--- src/rtl/toast_mem_arbiter.sv ---
// Single-port memory bus arbiter shared by the Toast RV32i fetch and MEM stages.
// One outstanding transaction, data priority with bounded fetch starvation, fetch flush kill.
module toast_mem_arbiter #(
  parameter int ADDR_WIDTH   = 32,
  parameter int DATA_WIDTH   = 32,
  parameter int STARVE_LIMIT = 4
) (
  input  logic                    clk_i,
  input  logic                    reset_i,
  input  logic                    if_req_i,
  input  logic [ADDR_WIDTH-1:0]   if_addr_i,
  output logic                    if_rvalid_o,
  output logic [DATA_WIDTH-1:0]   if_rdata_o,
  output logic                    if_stall_o,
  input  logic                    dm_req_i,
  input  logic                    dm_we_i,
  input  logic [DATA_WIDTH/8-1:0] dm_be_i,
  input  logic [ADDR_WIDTH-1:0]   dm_addr_i,
  input  logic [DATA_WIDTH-1:0]   dm_wdata_i,
  output logic                    dm_rvalid_o,
  output logic [DATA_WIDTH-1:0]   dm_rdata_o,
  output logic                    dm_stall_o,
  input  logic                    flush_i,
  output logic                    mem_req_o,
  output logic                    mem_we_o,
  output logic [DATA_WIDTH/8-1:0] mem_be_o,
  output logic [ADDR_WIDTH-1:0]   mem_addr_o,
  output logic [DATA_WIDTH-1:0]   mem_wdata_o,
  input  logic                    mem_gnt_i,
  input  logic                    mem_rvalid_i,
  input  logic [DATA_WIDTH-1:0]   mem_rdata_i
);

  localparam int BE_WIDTH = DATA_WIDTH / 8;
  localparam logic [3:0] STARVE_MAX = 4'(STARVE_LIMIT);

  typedef enum logic [2:0] {
    IDLE,
    REQ_I,
    REQ_D,
    WAIT_I,
    WAIT_D
  } state_e;

  state_e                state_q, state_d;
  logic                  mem_req_q, mem_req_d;
  logic                  mem_we_q, mem_we_d;
  logic [BE_WIDTH-1:0]   mem_be_q, mem_be_d;
  logic [ADDR_WIDTH-1:0] mem_addr_q, mem_addr_d;
  logic [DATA_WIDTH-1:0] mem_wdata_q, mem_wdata_d;
  logic                  kill_q, kill_d;
  logic [3:0]            starve_cnt_q, starve_cnt_d;

  logic resp_i, resp_d, arb_en, pick_i, pick_d;

  assign resp_i = (state_q == WAIT_I) && mem_rvalid_i;
  assign resp_d = (state_q == WAIT_D) && mem_rvalid_i;
  assign arb_en = (state_q == IDLE) || resp_i || resp_d;
  // Data wins unless fetch has waited through STARVE_LIMIT data grants.
  assign pick_d = dm_req_i && !((starve_cnt_q == STARVE_MAX) && if_req_i);
  assign pick_i = if_req_i && !pick_d;

  always_ff @(posedge clk_i) begin
    if (reset_i) begin
      state_q      <= IDLE;
      mem_req_q    <= 1'b0;
      mem_we_q     <= 1'b0;
      mem_be_q     <= '0;
      mem_addr_q   <= '0;
      mem_wdata_q  <= '0;
      kill_q       <= 1'b0;
      starve_cnt_q <= '0;
    end else begin
      state_q      <= state_d;
      mem_req_q    <= mem_req_d;
      mem_we_q     <= mem_we_d;
      mem_be_q     <= mem_be_d;
      mem_addr_q   <= mem_addr_d;
      mem_wdata_q  <= mem_wdata_d;
      kill_q       <= kill_d;
      starve_cnt_q <= starve_cnt_d;
    end
  end

  always_comb begin
    state_d     = state_q;
    mem_req_d   = mem_req_q;
    mem_we_d    = mem_we_q;
    mem_be_d    = mem_be_q;
    mem_addr_d  = mem_addr_q;
    mem_wdata_d = mem_wdata_q;

    case (state_q)
      REQ_I: if (mem_gnt_i) begin
        state_d   = WAIT_I;
        mem_req_d = 1'b0;
      end
      REQ_D: if (mem_gnt_i) begin
        state_d   = WAIT_D;
        mem_req_d = 1'b0;
      end
      default: ;
    endcase

    if (arb_en) begin
      if (pick_d) begin
        state_d     = REQ_D;
        mem_req_d   = 1'b1;
        mem_we_d    = dm_we_i;
        mem_be_d    = dm_be_i;
        mem_addr_d  = dm_addr_i;
        mem_wdata_d = dm_wdata_i;
      end else if (pick_i) begin
        state_d     = REQ_I;
        mem_req_d   = 1'b1;
        mem_we_d    = 1'b0;
        mem_be_d    = '1;
        mem_addr_d  = if_addr_i;
        mem_wdata_d = '0;
      end else begin
        state_d   = IDLE;
        mem_req_d = 1'b0;
      end
    end
  end

  // A killed fetch still has to drain its bus response before the flag drops.
  always_comb begin
    kill_d = kill_q;
    if (resp_i) begin
      kill_d = 1'b0;
    end else if (flush_i && ((state_q == REQ_I) || (state_q == WAIT_I))) begin
      kill_d = 1'b1;
    end
    if (arb_en && pick_i && flush_i) begin
      kill_d = 1'b1;
    end
  end

  always_comb begin
    starve_cnt_d = starve_cnt_q;
    if (!if_req_i || (arb_en && pick_i)) begin
      starve_cnt_d = '0;
    end else if (arb_en && pick_d && (starve_cnt_q != STARVE_MAX)) begin
      starve_cnt_d = starve_cnt_q + 4'd1;
    end
  end

  assign mem_req_o   = mem_req_q;
  assign mem_we_o    = mem_we_q;
  assign mem_be_o    = mem_be_q;
  assign mem_addr_o  = mem_addr_q;
  assign mem_wdata_o = mem_wdata_q;

  assign if_rvalid_o = resp_i && !kill_q && !flush_i && !reset_i;
  assign if_rdata_o  = if_rvalid_o ? mem_rdata_i : '0;
  assign if_stall_o  = (if_req_i && !if_rvalid_o) || kill_q;

  assign dm_rvalid_o = resp_d && !reset_i;
  assign dm_rdata_o  = dm_rvalid_o ? mem_rdata_i : '0;
  assign dm_stall_o  = dm_req_i && !dm_rvalid_o;

endmodule

--- config.mk ---
export PLATFORM = sky130hd
export DESIGN_NAME = toast_mem_arbiter
export DESIGN_NICKNAME = d
export VERILOG_FILES = /design/src/rtl/toast_mem_arbiter.sv
export SDC_FILE = /design/constraint.sdc
export NUM_CORES = 1
export LEC_CHECK = 0
export ABC_CLOCK_PERIOD_IN_PS = 2600
export BUFFER_PORTS_ARGS = -buffer_cell sky130_fd_sc_hd__buf_4
export CORE_AREA = 2 2 107 109
export CTS_BUF_LIST = sky130_fd_sc_hd__clkbuf_4
export DETAILED_ROUTE_END_ITERATION = 10
export DIE_AREA = 0 0 109 111
export PLACE_DENSITY = 0.71
export SYNTH_ARGS = -nofsm -noshare
export SYNTH_HDL_FRONTEND = slang
export SYNTH_SLANG_ARGS = --single-unit
--- constraint.sdc ---
create_clock -name clk_i -period 2.6 [get_ports clk_i]
set_clock_uncertainty 0.2 [all_clocks]
set_input_delay 0.65 -clock clk_i [delete_from_list [all_inputs] [get_ports clk_i]]
set_output_delay 0.65 -clock clk_i [all_outputs]
set_load 0.02 [all_outputs]
==> metrics.cfg <==
[sta]
tightest_slew_ns = 0.837
maxSlewViolCount = 0
max_slew_margin_pct = 44.2
setup_viol = 0
fin_crit_ns = 2.55
hold_violations = 0
fin_crit_sh_pct = 98.0
timing.hold.ws_ns = 0.251
fmax_mhz = 393
rsz0062_at_grt = true

[detailed_routing]
routed_wl_mm = 14.2
drtPass1Iterations = 4
ant_nets = 0
first_iter_violations = 299
vias_per_cell = 5.13
vias = 4607
wl_per_cell_microns = 15.8
drc = 0

[clock_tree]
cts.sinks = 78
cts_tree = done
htree_levels = 3
cts_inserted_buffers = 9
clock_path_buffers = 2
clkTransAtPathRegs_ns = 0.14
clk_latency_ns = 0.43
cts_root_buf = clkbuf_4

[global_route]
met3_usage_pct = 5.11
use_met1_pct = 25.9
grt_overflow = 0
grt_pass1_vias = 4310
top_usage_layer = met2
grt_pass1_wl_mm = 21.8
grt_max_degree = 71
track_usage_pct = 22.5
antenna_found_initial = 0
use_met2_pct = 39.6

[layout]
diodes = 0
final_layout_size_suffix_gt1_share_pct = 45.0
syn2layout_area_growth_pct = 67.4
final_area_sq_um = 6370
nets = 892
post-route-util_pct = 57.5

[synthesis]
yosysWarnings = 0
synthTopCellsByCount = dfxtp_1 (78), nand2_1 (71), a21oi_1 (68)
synthFlopType = dfxtp_1
yosysTopAreaCellShare_pct = 41.1
yosysMostFrequentCell = dfxtp_1
synth.avg_cell_area_sq_um = 7.81
synth.top_cells.by_area = dfxtp_1 (41%), and2_1 (11%), a21oi_1 (8.9%)
synth-async-reset-ratio_pct = 0
yosysTopAreaCell = dfxtp_1
ys_types = 40
seq_area_frac_synth_pct = 41.1
ys_ff_latch = 78
syn_area_sq_um = 3800
syn_nets = 629
syn-instance-count = 487
synth_edf_count = 0

[setup_path]
worst_ep_arrival_time_ns = 1.70
cpMaxStageDelayCell = dfxtp_2
cp_data_required_time_ns = 1.75
crit_type = flip-flop to primary output
cp_slowest_stage_delay_ns = 0.36
crit_path_frequent_cell = buf_4
crit_path_end_kind = primary output
startpoint_type = flip-flop
cp_cell_sequence = nand4b_4 -> nor4_4 -> buf_4 -> buf_4 -> and2_1 -> buf_4
worstPathMaxFanout = 5

[die]
die_w_microns = 109
dieArea_sq_um = 12100
die_y_microns = 111
rows = 39
coreArea_sq_um = 11100
start_util_pct = 34.3
io_pins = 278

[pwr]
ir_worst_vdd_v = 0.000275
power.total_mw = 4.18
p_per_area_nw_per_um2 = 656
leakage_nw = 2.97

[status]
status = complete, no violations

[placement]
port_buffers = 277
gp_congestion = 0.828
postPlaceCellArea_sq_um = 6010
hpwlAfterDp_mm = 10.2

[flow_run]
drv_cap = 0

[hold_path]
min_path_type = input pin to flip-flop

## final timing paths
kind	startpoint	endpoint	slack (ns)	cells after the start
worst max-delay path	state_q[2]$_SDFFE_PP0P_	if_rdata_o[23]	0.05	6
worst min-delay path	dm_wdata_i[28]	mem_wdata_o[28]$_SDFFE_PP0P_	0.25	3
worst max register to register	state_q[0]$_SDFFE_PP0P_	mem_be_o[1]$_SDFFE_PP0P_	0.20	5
worst min register to register	mem_wdata_o[26]$_SDFFE_PP0P_	mem_wdata_o[26]$_SDFFE_PP0P_	0.29	2
## registers in the layout, summed over array words and instances, names as in the netlist
name,flops
starve_cnt_q,4
mem_req_o,1
mem_be_o,4
kill_q,1
mem_wdata_o,32
mem_we_o,1
state_q,3
mem_addr_o,32
## logic make-up (layout without fill, tap and decap cells)
family                     Yosys count  in the layout  share of synthesized area, %
AOI/OAI and AO/OA                  156            156                          25.6
DFF                                 78             78                          41.1
adders and majority gates            2              2                         0.658
buffers and inverters               57            325                          6.41
and+or+nand+nor                    194            194                          26.3
## critical path: cells and delay by family (launching register included)
| family | cells | cell delay, ns |
|---|---|---|
| and+or+nand+nor | 3 | 0.48 |
| DFF | 1 | 0.36 |
| buffers and inverters | 3 | 0.43 |
## cells in the final DEF (no fill, tap or decap), drive strengths merged, types with 2 or more instances in the layout
| master | count |
|---|---|
| a211oi | 2 |
| a21oi | 68 |
| a311oi | 32 |
| a31oi | 2 |
| and2 | 64 |
| buf | 301 |
| bufinv | 2 |
| clkbuf | 10 |
| clkinv | 2 |
| dfxtp | 78 |
| ha | 2 |
| inv | 9 |
| nand2 | 71 |
| nand3 | 39 |
| nand3b | 2 |
| nand4 | 3 |
| nor2 | 4 |
| nor2b | 3 |
| nor3 | 2 |
| o21ai | 37 |
| o221a | 4 |
| o41ai | 2 |
## report_power, final
group          leakage, nW  switching, mW  internal (mW)
Clock               0.0872          0.463          0.407
Combinational         2.24           1.00          0.742
Sequential           0.645          0.135           1.43
Total                 2.97           1.60           2.58
## per-stage QoR
stage / std cells / setup slack (ns) / TNS, ns
2_1_floorplan: 487 / -0.0414 / -0.659
3_3_place_gp: 872 / 0.0572 / 0
3_5_place_dp: 872 / 0.0283 / 0
6_report: 898 / 0.0528 / 0
4_1_cts: 894 / 0.00146 / 0
5_1_grt: 898 / -0.0509 / -0.743
## per-layer routing
metal / wire length [microns] / vias up
li1: - / 2247
met1: 5310 / 2131
met2: 7350 / 204
met3: 1200 / 25
met4: 335 / 0
met5: 0 / -
## cell type report
cell class                      instances  area (sq um)
Fill cell                             995          4710
Timing Repair Buffer                  301          2350
Multi-Input combinational cell        352          2070
Sequential cell                        78          1570
Tap cell                              143           179
Clock inverter                          6          93.8
Clock buffer                           10          75.1
Inverter                                8          32.5
## what timing repair did
item / CTS / global route
cloned: 2 / 2
pin swaps: 0 / 0
setup endpoints to repair: 67 / 42
endpoints found under the hold margin: 0 / 0
gates resized for setup: 10 / 29
buffers inserted: 4 / 2
hold buffers: 0 / 0
Power figures use the tool's default switching activity.
